[src/rtl/awg_index_loader.sv]
// Two-frame serial loader for the 19-bit AWG sequencer index (HI frame, then LO frame).
// Optional macro AWG_HI_CACHE_EN: skip the HI frame when idx[18:13] matches the last one loaded.
`timescale 1ns/1ps
module awg_index_loader #(
    parameter int CLK_DIV = 4,
    parameter int IDX_W   = 19,
    parameter int HI_W    = 6
) (
    input  logic             clk,
    input  logic             rst,
    input  logic             start,
    input  logic [IDX_W-1:0] index,
    output logic             busy,
    output logic             done,
    output logic             ser_clk,
    output logic             ser_data,
    output logic             ser_load
);

    localparam int LO_W = IDX_W - HI_W;
    localparam int PH_W = $clog2(2 * CLK_DIV);
    localparam logic [PH_W-1:0] PH_LAST = PH_W'(2 * CLK_DIV - 1);
    localparam logic [PH_W-1:0] PH_HALF = PH_W'(CLK_DIV);
    localparam logic [4:0]      HI_LAST = 5'(HI_W);
    localparam logic [4:0]      LO_LAST = 5'(LO_W);

    generate
        if (IDX_W != 19 || HI_W != 6 || CLK_DIV < 1 || CLK_DIV > 255) begin : g_bad_param
            $error("awg_index_loader: illegal parameter set");
        end
    endgenerate

    typedef enum logic [2:0] {
        IDLE,
        SHIFT_HI,
        LOAD_HI,
        SHIFT_LO,
        LOAD_LO
    } state_t;

    state_t           state, state_n;
    logic [PH_W-1:0]  phase, phase_n;
    logic [4:0]       bit_cnt, bit_n, last_bit;
    logic [IDX_W-1:0] idx_q, idx_n;
    logic             busy_n, done_n, clk_n, data_n, load_n;
    logic             slot_end, frame_end, shifting, cache_hit;

    assign slot_end  = (phase == PH_LAST);
    assign frame_end = slot_end && (bit_cnt == last_bit);

    // NOTE: every always_comb output gets a default first so no path can infer a latch.
    always_comb begin
        last_bit = 5'd0;
        case (state)
            SHIFT_HI: last_bit = HI_LAST;
            SHIFT_LO: last_bit = LO_LAST;
            default:  last_bit = 5'd0;
        endcase
    end

    // idx_q rotates left once per data bit, so its MSB is always the next bit to send;
    // after HI its low HI_W bits hold idx[18:13], and after LO it is back in order.
    always_comb begin
        state_n = state;
        phase_n = phase;
        bit_n   = bit_cnt;
        idx_n   = idx_q;
        done_n  = 1'b0;
        if (state == IDLE) begin
            if (start) begin
                phase_n = '0;
                bit_n   = 5'd0;
                if (cache_hit) begin
                    state_n = SHIFT_LO;
                    idx_n   = {index[LO_W-1:0], index[IDX_W-1 -: HI_W]};
                end else begin
                    state_n = SHIFT_HI;
                    idx_n   = index;
                end
            end
        end else if (!slot_end) begin
            phase_n = phase + 1'b1;
        end else begin
            phase_n = '0;
            if ((state == SHIFT_HI || state == SHIFT_LO) && bit_cnt != 5'd0)
                idx_n = {idx_q[IDX_W-2:0], idx_q[IDX_W-1]};
            if (bit_cnt == last_bit) begin
                bit_n = 5'd0;
                case (state)
                    SHIFT_HI: state_n = LOAD_HI;
                    LOAD_HI:  state_n = SHIFT_LO;
                    SHIFT_LO: state_n = LOAD_LO;
                    default: begin
                        state_n = IDLE;
                        done_n  = 1'b1;
                    end
                endcase
            end else begin
                bit_n = bit_cnt + 5'd1;
            end
        end

        // Serial outputs are derived from the next state so they register in step with it.
        shifting = (state_n == SHIFT_HI) || (state_n == SHIFT_LO);
        busy_n   = (state_n != IDLE);
        clk_n    = shifting && (phase_n >= PH_HALF);
        data_n   = shifting && ((bit_n == 5'd0) ? (state_n == SHIFT_HI) : idx_n[IDX_W-1]);
        load_n   = (state_n == LOAD_HI) || (state_n == LOAD_LO);
    end

    // NOTE: sequential state uses non-blocking assignments only.
    always_ff @(posedge clk or posedge rst) begin
        if (rst) begin
            state    <= IDLE;
            phase    <= '0;
            bit_cnt  <= 5'd0;
            idx_q    <= '0;
            busy     <= 1'b0;
            done     <= 1'b0;
            ser_clk  <= 1'b0;
            ser_data <= 1'b0;
            ser_load <= 1'b0;
        end else begin
            state    <= state_n;
            phase    <= phase_n;
            bit_cnt  <= bit_n;
            idx_q    <= idx_n;
            busy     <= busy_n;
            done     <= done_n;
            ser_clk  <= clk_n;
            ser_data <= data_n;
            ser_load <= load_n;
        end
    end

`ifdef AWG_HI_CACHE_EN
    logic [HI_W-1:0] hi_cache;
    logic            hi_valid;

    always_ff @(posedge clk or posedge rst) begin
        if (rst) begin
            hi_cache <= '0;
            hi_valid <= 1'b0;
        end else if (state == LOAD_HI && frame_end) begin
            hi_cache <= idx_q[HI_W-1:0];
            hi_valid <= 1'b1;
        end
    end

    assign cache_hit = hi_valid && (index[IDX_W-1 -: HI_W] == hi_cache);
`else
    assign cache_hit = 1'b0;
`endif

endmodule
[config.mk]
export PLATFORM = sky130hd
export DESIGN_NAME = awg_index_loader
export DESIGN_NICKNAME = d
export VERILOG_FILES = /design/src/rtl/awg_index_loader.sv
export SDC_FILE = /design/constraint.sdc
export NUM_CORES = 1
export LEC_CHECK = 0
export CORE_ASPECT_RATIO = 1.4
export CORE_UTILIZATION = 35
export DETAILED_ROUTE_END_ITERATION = 6
export PLACE_DENSITY = 0.62
export SYNTH_ARGS = -nofsm -noshare
export SYNTH_HDL_FRONTEND = slang
export SYNTH_SLANG_ARGS = --single-unit
[constraint.sdc]
create_clock -name clk -period 3.1 [get_ports clk]
set_input_delay 0.62 -clock clk [delete_from_list [all_inputs] [get_ports clk]]
set_output_delay 0.62 -clock clk [all_outputs]
set_load 0.01 [all_outputs]
# Yosys cells after proc, flatten, opt, wreduce, memory -nomap -nowiden
# Index checks and enable logic that the tools add are counted.
# W data, S select, Z words.
[totals] reg_bits=35 inputBits=22 out_inout_bits=5 elab_cells=59
[classes] addsub=2 order_cmp=1 eq_ne=10 n_mux=22 reduce_logical=14
[op_table] cell="$mux W19" count=4
[op_table] cell="$mux W3" count=7
[op_table] cell="$mux W5" count=4
[op_table] cell="$eq A3 B2 Y1 const B" count=4
[op_table] cell="$pmux W3 S3" count=1
[op_table] cell="$pmux W4 S2" count=1
[op_table] cell="$eq A3 B1 Y1 const B" count=2
[op_table] cell="$eq A3 B3 Y1 const B" count=2
[op_table] cell="$add A5 B1 Y5 const B" count=1
[op_table] cell="$eq A5 B5 Y1" count=1
[op_table] cell="$logic_not A5 Y1" count=1
[op_table] cell="$mux W1" count=5
[op_table] cell="$reduce_bool A5 Y1" count=1
[op_table] cell="$reduce_bool A2 Y1" count=2
[op_table] cell="$add A3 B1 Y3 const B" count=1
[op_table] cell="$ge A3 B3 Y1 const B" count=1
[op_table] cell="$logic_and A1 B1 Y1" count=3
[op_table] cell="$logic_not A3 Y1" count=1
[op_table] cell="$logic_or A1 B1 Y1" count=3
[op_table] cell="$reduce_and A3 Y1" count=1
[op_table] cell="$reduce_bool A3 Y1" count=1
[op_table] cell="$reduce_or A3 Y1" count=1
[op_table] cell="$ne A2 B2 Y1 const B" count=1

# Longest topological paths before layout
# Gate-level depths: netlist of the first run.
[logic_depth] depth_word=9 mapped_depth=10 mapped_depth_nobuf=9

# Worst setup path after synthesis of the first run
# OpenSTA, ideal clock, no wires.
[synth_path] path_type="reg-to-reg" start="register phase[0]" end="register idx_q[0]" setup_time_ns=0.065 arrival_time_ns=1.849 t_required_ns=3.035 setup_slack_ns=1.186 stages_incl_launch_ff=9 path_buffers=2 synth_period_minus_slack_ns=1.914 path_cell_list="dfrtp_1 > ha_1 > ha_1 > clkbuf_1 > nor3b_1 > nor2_1 > buf_2 > nand2_1 > nand2_1"
[synth_via] elab_chain_len=3
[synth_rtl] element="start: declaration" line_no="42" rtl="logic [PH_W-1:0] phase, phase_n;"
[synth_rtl] element="start signal: assignment" line_no="125" rtl="phase <= phase_n;"
[synth_rtl] element="$eq A3 B3 Y1" line_no="48" rtl="assign slot_end = (phase == PH_LAST);"
[synth_rtl] element="$reduce_bool A2 Y1 (no source line)"
[synth_rtl] element="$reduce_and A3 Y1 (no source line)"
[synth_rtl] element="end signal: assignment" line_no="127" rtl="idx_q <= idx_n;"
[synth_rtl] element="end: declaration" line_no="44" rtl="logic [IDX_W-1:0] idx_q, idx_n;"
# Every way passes these cells.
# A chain may end at the register's enable or synchronous reset.

# Final worst setup path of the first run
[layout_path] start="register phase[0]" end="register ser_data"
[layout_via] elab_chain_len=6 word_cells_on_any_way=13 cone_classes="eq/ne (3); mux (7); reduce/logical (3)"
[layout_rtl] element="$eq A3 B3 Y1 (*)" line_no="48"
[layout_rtl] element="$mux W3 / $mux W5 (equally long branches)" line_no="81" rtl="end else if (!slot_end) begin"
[layout_rtl] element="$mux W3 / $mux W5 (equally long branches)" line_no="69" rtl="if (state == IDLE) begin"
[layout_rtl] element="$eq A3 B1 Y1, or another cell as far along" line_no="104, 107"
[layout_rtl] element="$mux W1 / $logic_or A1 B1 Y1 (equally long branches)" line_no="107, 104"
[layout_rtl] element="$logic_and A1 B1 Y1 (*)" line_no="107" rtl="data_n = shifting && ((bit_n == 5'd0) ? (state_n == SHIFT_HI) : idx_n[IDX_W-1]);"
[layout_rtl] element="named net data_n" line_no="45" rtl="logic busy_n, done_n, clk_n, data_n, load_n;"
[layout_rtl] element="end signal: assignment" line_no="131" rtl="ser_data <= data_n;"
[layout_rtl] element="end: declaration" line_no="16" rtl="output logic ser_data,"
# Mark *: on every way through the listed nets, which the timed path passes. The rest lies on a longest branch. The select of a mux whose other input is x is not followed.

==> out/qor.txt, run 1 <==
Status = finished, final reports clean
GPL Wtd Cong = 0.832
Routed WL = 3.96 mm
TritonCTS clock tree = done
Pwr per Cell Area = 364 mW/mm2
Die H = 88.0 um
Mean Syn Cell Area = 9.63 um2
Pre-antenna DRT Iters = 4
Min Hold Slack = 0.477 ns
WHS Endpoint = idx_q[1]
Starting DRT DRC Count = 158
Number of global-route vias before repair = 1429
Crit path arrival time = 2.59 ns
DRC Markers = 0
CP Max Fanout = 13
Post-synthesis register bit count = 35
Ys async rst share = 100%
Tcrit/Tclk final = 77.7%
Ant diodes = 0
Max H-tree Level = 2
Detail Placement HPWL = 2.71 mm
Total CTS buffers = 5
Largest net degree at the start of global routing = 36
IO Count = 27
Initial antenna violation count = 0
Area growth from synthesis to layout = 20.3%
Max Cap Viol = 0
Crit path capture type = flip-flop
Final ANT Viol Nets = 0
Final core occ = 44.9%
GR Util All Layers = 16.0%
First-pass GRT wire length = 6.89 mm
CP startpoint kind = flip-flop
Postcts setup bufs = 0
Std-Cell Core Area = 0.00495 mm2
Ys Warns = 0
Initial Utilization = 37.3%
Clock sink count = 35
Slew Limit Fails = 0
Total power = 809 uW
Nets = 244
Clock Path Buffers = 2
Setup TNS = 0 ns
Netlist Area Pre-Place = 0.00185 mm2
Worst hold start = idx_q[1]
CTS Hold Buffers Added = 0
DR vias/cell = 5.15
WP data required = 3.28 ns
Die W = 63.4 um
R2r endpoint = ser_data
DR WL/cell = 14.0 um
Multi-input gate area = 862 um2
Clk root buf = clkbuf_8
Worst r2r path cells = 9
Worst-margin pin slew = 0.557 ns
Fin cells = 283
Final Hold Fails = 0
Seq/Total Area, Yosys = 47.4%
Ratio of cells with drive above 1 in the final layout = 10.0%
Slew Limit Headroom = 62.7%
Minimum clock period = 2.41 ns
Top_reg_cell synth = dfrtp_1
Net Count, Synth = 218
Reg2reg start = phase[0]
# setup viols final = 0
Hold WC Path Type = reg2reg
Congestion Overflow GR = 0
Row count = 30
Clock Latency Late Sink = 0.29 ns
Crit Path Class = reg2reg
Cell variety after synth = 43
Die area = 0.00558 mm2
Post_cts resized = 0
Clk slew on worst S/H paths = 0.07 ns
Setup slack, reg-to-reg = 0.69 ns
Number of synthesized flops with an enable pin = 0
Hold depth = 2
Worst VDD drop = 0.230 mV
RSZ-0062 raised after global routing = false
Fillers = 501
Via count = 1457
Mapped Cells = 192
Placed Cells = 275
Worst Skew = 0.00690 ns
Buffers added on ports = 26
P_leak = 0.00105 uW
Register area = 876 um2
Max Freq = 415 MHz
## kinds of logic (layout without fill, tap and decap cells)
kind of cell               Yosys count  count (layout)  share of synthesized area, %
AOI/OAI and AO/OA                   45              45                          18.1
muxes                                4               4                          2.17
DFF                                 35              35                          47.4
adders and majority gates            4               4                          2.71
and+or+nand+nor                     84              84                          23.0
xor gates and xnor gates             1               1                         0.474
buffers and inverters               19              46                          6.23
## routing by layer
metal | routed length [um] | part of all wire [%] | global-route usage [%] | up-vias
li1 | - | - | - | 728
met1 | 1810 | 46 | 20.4 | 687
met2 | 1860 | 47 | 25.4 | 34
met3 | 205 | 5.2 | 4.04 | 8
met4 | 91 | 2.3 | 7.44 | 0
met5 | 0 | 0 | 0 | -
## worst max-delay path by stage
stage / start / endpoint / slack, ns / cells past startpoint
4_1_cts: phase[0] / ser_data / 0.69 / 9
2_1_floorplan: phase[0] / idx_q[0] / 1.19 / 8
5_1_grt: phase[0] / ser_data / 0.47 / 9
3_3_place_gp: phase[0] / idx_q[0] / 0.72 / 8
3_5_place_dp: start / ser_data / 0.70 / 7
6_report: phase[0] / ser_data / 0.69 / 9
## critical path, stage by stage (launching register included)
cell	delay [ns]
dfrtp_1	0.37
ha_1	0.16
ha_1	0.41
nand2b_1	0.15
nor3_2	0.19
buf_4	0.22
nor4_1	0.07
a211oi_1	0.44
a41o_1	0.24
nor2_1	0.04
## cells in the mapped netlist (2+ instances only)
cell type | n | area (um2)
buf_2 | 5 | 25.0
nor3_2 | 2 | 20.0
mux2i_1 | 4 | 40.0
o21ai_1 | 2 | 10.0
clkbuf_1 | 2 | 7.51
a21oi_2 | 2 | 17.5
ha_1 | 4 | 50.1
nand2_1 | 48 | 180
nor3_1 | 2 | 10.0
nor2_1 | 7 | 26.3
a211oi_1 | 2 | 15.0
or3_1 | 2 | 12.5
nor3b_1 | 2 | 15.0
o31ai_1 | 2 | 15.0
nor4_1 | 2 | 12.5
o22ai_1 | 2 | 12.5
nand4_1 | 2 | 12.5
a31oi_1 | 2 | 12.5
buf_6 | 5 | 56.3
a22oi_1 | 19 | 143
and2_1 | 2 | 12.5
a21oi_1 | 4 | 20.0
nand3b_1 | 3 | 22.5
and3_1 | 3 | 18.8
dfrtp_1 | 35 | 876
inv_1 | 7 | 26.3
o21ai_0 | 2 | 10.0
nand2b_1 | 3 | 18.8
## state kept, by name, indices dropped and copies added (netlist names)
register	flops
phase	3
ser_data	1
done	1
bit_cnt	5
ser_load	1
busy	1
idx_q	19
ser_clk	1
state	3
## area by class of cell
| cell class | instances | share of cell area, % |
|---|---|---|
| inverter | 7 | 1.18 |
| clock buffer | 7 | 3.43 |
| timing repair buffer | 31 | 13.4 |
| sequential | 35 | 39.4 |
| clock inverter | 1 | 0.225 |
| tap | 64 | 3.60 |
| multi-input combinational | 138 | 38.8 |
## report_power, final
part | internal [uW] | switching, uW
sequential | 457 | 0
clock | 157 | 156
combinational | 24.4 | 14.2
total | 638 | 170
## through the flow
stage	instance area (um2)	worst slack, ns
CTS	2220	0.690
detailed placement	2140	0.699
global route	2220	0.475
floorplan	1850	1.19
global placement	2140	0.720
finish	2220	0.692
## cell usage in the layout (no fill, tap or decap), types with 3 or more instances in the layout
| cell type | Yosys | final |
|---|---|---|
| nand2b_1 | 3 | 3 |
| ha_1 | 4 | 4 |
| a22oi_1 | 19 | 19 |
| and3_1 | 3 | 3 |
| nor2_1 | 7 | 7 |
| mux2i_1 | 4 | 4 |
| inv_1 | 7 | 7 |
| buf_4 | 0 | 5 |
| nand2_1 | 48 | 48 |
| a21oi_1 | 4 | 4 |
| nand3b_1 | 3 | 3 |
| clkbuf_8 | 0 | 5 |
| dfrtp_1 | 35 | 35 |
| clkdlybuf4s50_1 | 0 | 26 |
Note: power is estimated with default switching activity, not from simulation.
==> run 2: changes to the inputs <==
- clock period: 3.1 -> 2.3 ns (I/O delays scaled with it)
==> run 2 against run 1 <==
  * Power up 35%
  * Maximum frequency is 14% higher
  * Register-to-register slack got worse by 0.50 ns
  * Die area stayed put
  * Clock power is 35% higher
  * Via count up 6.9%
  * Clock skew is 0.0017 ns lower
  * Critical path depth unchanged
  * Sequential share of layout area shrank 1.6 points
==> out/qor.txt, run 2 (synthesis results as in run 1) <==
IO Count = 27 (unchanged)
Slew Limit Fails = 0 (unchanged)
Hold WC Path Type = reg2reg (unchanged)
Switch Pwr = 228 uW (was 170 uW)
CP cell instances = ha_1 -> ha_1 -> buf_4 -> nor3b_1 -> o311ai_1 -> a21boi_2 -> a21o_2 -> a41o_1 -> nor2_1 (was ha_1 -> ha_1 -> nand2b_1 -> nor3_2 -> buf_4 -> nor4_1 -> a211oi_1 -> a41o_1 -> nor2_1)
Number of global-route vias before repair = 1569 (was 1429)
RSZ-0062 raised after global routing = false (unchanged)
Worst-margin pin slew = 0.519 ns (was 0.557 ns)
Crit Path Class = reg2reg (unchanged)
TritonCTS clock tree = done (unchanged)
Crit path capture type = flip-flop (unchanged)
Clk root buf = clkbuf_8 (unchanged)
Ant diodes = 0 (unchanged)
# setup viols final = 0 (unchanged)
Slew Limit Headroom = 64.9% (was 62.7%)
Die H = 88.0 um (unchanged)
Clock Path Buffers = 2 (unchanged)
Total power = 1090 uW (was 809 uW)
Postcts setup bufs = 0 (unchanged)
Pwr per Cell Area = 470 mW/mm2 (was 364 mW/mm2)
P_leak = 0.00110 uW (was 0.00105 uW)
Clock Latency Late Sink = 0.28 ns (was 0.29 ns)
Nets = 256 (was 244)
Area growth from synthesis to layout = 25.5% (was 20.3%)
Final Hold Fails = 0 (unchanged)
Max Freq = 475 MHz (was 415 MHz)
Switching fraction of total power = 21.0% (about the same)
Min Hold Slack = 0.478 ns (was 0.477 ns)
Status = finished, final reports clean (unchanged)
Pre-antenna DRT Iters = 4 (unchanged)
Clock network fraction of total power = 38.6% (was 38.8%)
Pint = 862 uW (was 638 uW)
CP startpoint kind = flip-flop (unchanged)
Worst path buffer plus inverter count = 1 (unchanged)
Most repeated library cell on the critical path = ha_1 (unchanged)
Routed WL = 4.15 mm (was 3.96 mm)
Ratio of cells with drive above 1 in the final layout = 14.7% (was 10.0%)
Slowest stage cell, crit path = dfrtp_1 (was a211oi_1)
Minimum clock period = 2.11 ns (was 2.41 ns)
Tcrit/Tclk final = 91.6% (was 77.7%)
Initial antenna violation count = 0 (unchanged)
Worst Skew = 0.00520 ns (was 0.00690 ns)
Max reg flops = 19 (unchanged)
Worst VDD drop = 0.230 mV (about the same)
Congestion Overflow GR = 0 (unchanged)
Leading cell type in the layout, fill and taps excluded = nand2_1 (unchanged)
Detail Placement HPWL = 3.01 mm (was 2.71 mm)
Combinational share of power = 4.9% (was 4.8%)
Final ANT Viol Nets = 0 (unchanged)
Reg power frac = 56.4% (was 56.5%)
Via count = 1557 (was 1457)
WP data required = 2.51 ns (was 3.28 ns)
GR Util All Layers = 16.5% (was 16.0%)
Die area = 0.00558 mm2 (unchanged)
DRC Markers = 0 (unchanged)
Clock sink count = 35 (unchanged)
Initial Utilization = 37.3% (unchanged)
First-pass GRT wire length = 7.15 mm (was 6.89 mm)
Die W = 63.4 um (unchanged)
Fillers = 496 (was 501)
Total CTS buffers = 5 (unchanged)
Std-Cell Core Area = 0.00495 mm2 (unchanged)
Clk slew on worst S/H paths = 0.07 ns (about the same)
Starting DRT DRC Count = 102 (was 158)
Most frequent cells in the layout = nand2_1, dfrtp_1, clkdlybuf4s50_1, a22oi_1, buf_4 (was nand2_1, dfrtp_1, clkdlybuf4s50_1, a22oi_1)
Largest net degree at the start of global routing = 36 (unchanged)
CP delay by family, top = compound AO/OA/AOI/OAI gates (unchanged)
Crit path arrival time = 2.32 ns (was 2.59 ns)
CP Max Fanout = 10 (was 13)
Largest registers = idx_q (19), bit_cnt (5) (unchanged)
Crit path largest cell delay = 0.40 ns (was 0.44 ns)
Max H-tree Level = 2 (unchanged)
Buffers added on ports = 26 (unchanged)
Row count = 30 (unchanged)
DR vias/cell = 5.28 (was 5.15)
Max Cap Viol = 0 (unchanged)
GPL Wtd Cong = 0.876 (was 0.832)
Setup TNS = 0 ns (unchanged)
DR WL/cell = 14.1 um (was 14.0 um)
Biggest register = idx_q (unchanged)
## run 2: changes by cell type in the layout (fill, tap and decap cells not counted)
cell	previous run	this run
nor3b_2	1	0
buf_4	5	17
nor3b_4	0	1
## run 2: cell type report
| type | instances | area (um2) | area share (%) |
|---|---|---|---|
| Sequential cell | 35 | 876 | 37.8 |
| Multi-Input combinational cell | 138 | 868 | 37.4 |
| Timing Repair Buffer | 43 | 388 | 16.7 |
| Tap cell | 64 | 80.1 | 3.45 |
| Clock buffer | 7 | 76.3 | 3.29 |
| Inverter | 7 | 26.3 | 1.13 |
| Clock inverter | 1 | 5.00 | 0.216 |
## run 2: what timing repair did
item	in CTS	in global routing
endpoints found under the hold margin	0	0
hold buffers	0	0
resized for setup	0	1
endpoints found under the setup margin	0	6
## run 2: worst paths after layout
| kind | slack, ns | start | end | cells past startpoint |
|---|---|---|---|---|
| worst max register to register | 0.19 | phase[0] | ser_data | 9 |
| worst min register to register | 0.48 | idx_q[10] | idx_q[10] | 2 |
| worst min-delay path | 0.48 | idx_q[10] | idx_q[10] | 2 |
| max in group asynchronous | 1.41 | rst | phase[0] | 3 |
| worst max-delay path | 0.19 | phase[0] | ser_data | 9 |
| min in group asynchronous | 0.57 | rst | idx_q[1] | 3 |
## run 2: routing by layer
layer  GRT usage (%)  vias up  routed length [um]
met1            18.5      756                1780
met3            3.65        8                 183
li1                -      754                   -
met5               0        -                   0
met2            29.9       39                2090
met4            6.82        0                 102
## run 2: power groups by stage
stage	registers [uW]	logic [uW]	clock network [uW]
2_1_floorplan	627	9.83	0
3_3_place_gp	627	54.8	0
3_5_place_dp	627	54.3	0
4_1_cts	615	55.4	435
5_1_grt	615	58.8	457
6_report	615	53.5	421
## run 2: per-stage QoR
step	utilization [%]	std cells	setup WS, ns	cell area (um2)
2_1_floorplan	-	192	0.386	1850
3_3_place_gp	45.1	287	0.127	2230
3_5_place_dp	45.1	287	0.122	2230
4_1_cts	46.7	295	0.158	2310
5_1_grt	46.8	295	0.0508	2320
6_report	46.8	295	0.193	2320
## run 2: worst reg2reg max path, stage by stage, from the launching register on
cell and delay (ns):
dfrtp_1 0.40, ha_1 0.21, ha_1 0.21, buf_4 0.18, nor3b_1 0.14, o311ai_1 0.28
a21boi_2 0.09, a21o_2 0.21, a41o_1 0.24, nor2_1 0.09
==> run 3: changes to the inputs <==
- GPL_TIMING_DRIVEN: default -> 0
- REMOVE_ABC_BUFFERS: default -> 1
- SKIP_LAST_GASP: default -> 1
==> run 3 against run 2 <==
  * Hold slack better by 0.00060 ns
  * Critical endpoint is now busy
  * Register-to-register slack worse by 0.09 ns
  * Clock skew is 0.0019 ns higher
  * Cell count is 4.1% lower
  * Design area is 1.0% lower
  * Maximum frequency is 4.2% lower
  * Non-clock buffer count is 12 lower
  * Critical path depth is 1 lower
  * Combinational power is 5.4% lower
==> out/qor.txt, run 3 (synthesis results as in run 1) <==
Status = finished, final reports clean (unchanged)
TritonCTS clock tree = done (unchanged)
Die W = 63.4 um (unchanged)
Max Cap Viol = 0 (unchanged)
Final Hold Fails = 0 (unchanged)
Via count = 1494 (was 1557)
Biggest register = idx_q (unchanged)
Area growth from synthesis to layout = 24.2% (was 25.5%)
Final ANT Viol Nets = 0 (unchanged)
WP data required = 2.48 ns (was 2.51 ns)
Most repeated library cell on the critical path = buf_4 (was ha_1)
Tcrit/Tclk final = 95.6% (was 91.6%)
Die area = 0.00558 mm2 (unchanged)
CTS Hold Buffers Added = 0 (unchanged)
GR Util All Layers = 15.9% (was 16.5%)
Number of global-route vias before repair = 1463 (was 1569)
Fillers = 477 (was 496)
Congestion Overflow GR = 0 (unchanged)
Slew Limit Fails = 0 (unchanged)
Worst r2r path cells = 8 (was 9)
Worst Setup EP = busy (was ser_data)
IO Count = 27 (unchanged)
Buffers added on ports = 26 (unchanged)
Reg2reg start = state[2] (was phase[0])
Std-Cell Core Area = 0.00495 mm2 (unchanged)
Area of placed instances = 0.00212 mm2 (was 0.00223 mm2)
Die H = 88.0 um (unchanged)
CP startpoint kind = flip-flop (unchanged)
Largest registers = idx_q (19), bit_cnt (5) (unchanged)
Setup slack, reg-to-reg = 0.10 ns (was 0.19 ns)
Clock Latency Late Sink = 0.29 ns (was 0.28 ns)
Largest net degree at the start of global routing = 36 (unchanged)
Ratio of cells with drive above 1 in the final layout = 14.6% (was 14.7%)
Setup TNS = 0 ns (unchanged)
Max reg flops = 19 (unchanged)
Leading cell type in the layout, fill and taps excluded = nand2_1 (unchanged)
RSZ-0062 raised after global routing = true (was false)
DRC Markers = 0 (unchanged)
CP delay by family, top = simple AND/OR/NAND/NOR gates (was compound AO/OA/AOI/OAI gates)
DR WL/cell = 14.4 um (was 14.1 um)
CP Max Fanout = 10 (unchanged)
DR vias/cell = 5.28 (about the same)
First-pass GRT wire length = 6.84 mm (was 7.15 mm)
Worst Skew = 0.00708 ns (was 0.00520 ns)
Slew Limit Headroom = 52.2% (was 64.9%)
Slowest stage cell, crit path = dfrtp_2 (was dfrtp_1)
Worst VDD drop = 0.216 mV (was 0.230 mV)
GPL Wtd Cong = 0.845 (was 0.876)
Initial Utilization = 37.3% (unchanged)
Minimum clock period = 2.20 ns (was 2.11 ns)
Worst path buffer plus inverter count = 2 (was 1)
Initial antenna violation count = 0 (unchanged)
Final Cell Area = 0.00230 mm2 (was 0.00232 mm2)
Worst-margin pin slew = 0.716 ns (was 0.519 ns)
Ant diodes = 0 (unchanged)
CP cell instances = nand3b_1 -> mux2i_2 -> nor3_4 -> buf_4 -> buf_4 -> a21oi_2 -> o31ai_2 -> or3_1 (was ha_1 -> ha_1 -> buf_4 -> nor3b_1 -> o311ai_1 -> a21boi_2 -> a21o_2 -> a41o_1 -> nor2_1)
Nets = 244 (was 256)
Pwr per Cell Area = 538 mW/mm2 (was 470 mW/mm2)
Crit path from = state[2] (was phase[0])
Crit path capture type = flip-flop (unchanged)
Crit path largest cell delay = 0.50 ns (was 0.40 ns)
Clk root buf = clkbuf_8 (unchanged)
Max H-tree Level = 2 (unchanged)
Most frequent cells in the layout = nand2_1, dfrtp_1, clkdlybuf4s50_1, a22oi_1 (was nand2_1, dfrtp_1, clkdlybuf4s50_1, a22oi_1, buf_4)
# setup viols final = 0 (unchanged)
Routed WL = 4.06 mm (was 4.15 mm)
R2r endpoint = busy (was ser_data)
Row count = 30 (unchanged)
Clock Path Buffers = 2 (unchanged)
Max Freq = 455 MHz (was 475 MHz)
Total CTS buffers = 5 (unchanged)
Detail Placement HPWL = 2.72 mm (was 3.01 mm)
Hold WC Path Type = reg2reg (unchanged)
Pre-antenna DRT Iters = 4 (unchanged)
Crit Path Class = reg2reg (unchanged)
Clk slew on worst S/H paths = 0.07 ns (about the same)
Starting DRT DRC Count = 116 (was 102)
P_leak = 0.00106 uW (was 0.00110 uW)
WP depth = 8 (was 9)
Clock sink count = 35 (unchanged)
Crit path arrival time = 2.37 ns (was 2.32 ns)
==> run 3: final cells by class <==
class,count,area (um2),area share [%]
clock inverter,2,35.0,1.53
timing repair buffer,31,302,13.1
sequential,35,880,38.3
clock buffer,6,82.6,3.60
tap,64,80.1,3.49
multi-input combinational,138,891,38.8
inverter,7,26.3,1.14
==> run 3: power breakdown <==
part | internal [uW] | switching [uW] | leakage, uW
registers | 615 | 0 | 0.000461
logic | 31.8 | 18.8 | 0.000542
clock network | 350 | 220 | 0.0000612
==> run 3: worst min path at each step <==
| stage | endpoint | slack [ns] | depth (start not counted) | startpoint |
|---|---|---|---|---|
| 6_report | idx_q[5] | 0.48 | 2 | idx_q[5] |
| 5_1_grt | idx_q[1] | 0.50 | 2 | idx_q[1] |
| 4_1_cts | idx_q[3] | 0.48 | 2 | idx_q[3] |
| 3_5_place_dp | idx_q[3] | 0.46 | 2 | idx_q[3] |
| 3_3_place_gp | idx_q[13] | 0.46 | 2 | idx_q[13] |
| 2_1_floorplan | idx_q[0] | 0.45 | 2 | idx_q[0] |
==> run 3: repair_timing <==
| action | CTS | global route |
|---|---|---|
| buffers inserted | 4 | 0 |
| setup endpoints to repair | 26 | 3 |
| pin swaps | 1 | 0 |
| gates resized for setup | 8 | 3 |
==> run 3: per-stage QoR <==
| stage | cells | hold slack, ns | setup slack (ns) | util (%) | total power [uW] |
|---|---|---|---|---|---|
| floorplan | 180 | 0.446 | -0.793 | - | 637 |
| global placement | 270 | 0.457 | -2.10 | 42.4 | 678 |
| detailed placement | 271 | 0.464 | -0.765 | 42.7 | 678 |
| CTS | 283 | 0.482 | 0.0273 | 46.2 | 1250 |
| global route | 283 | 0.502 | -0.0116 | 46.3 | 1280 |
| finish | 283 | 0.478 | 0.101 | 46.3 | 1240 |
==> run 3: layer usage <==
| metal | wire length [um] | up-vias | GRT usage, % |
|---|---|---|---|
| met5 | 0 | - | 0 |
| met4 | 82 | 0 | 8.47 |
| met3 | 178 | 7 | 4.04 |
| met2 | 2040 | 26 | 27.3 |
| met1 | 1760 | 728 | 18.1 |
| li1 | - | 733 | - |
==> run 3: tightest hold or removal path: stages, from the launching register on <==
cell and delay [ns]:
dfrtp_1 0.34, nand2_1 0.05, nand2_1 0.06
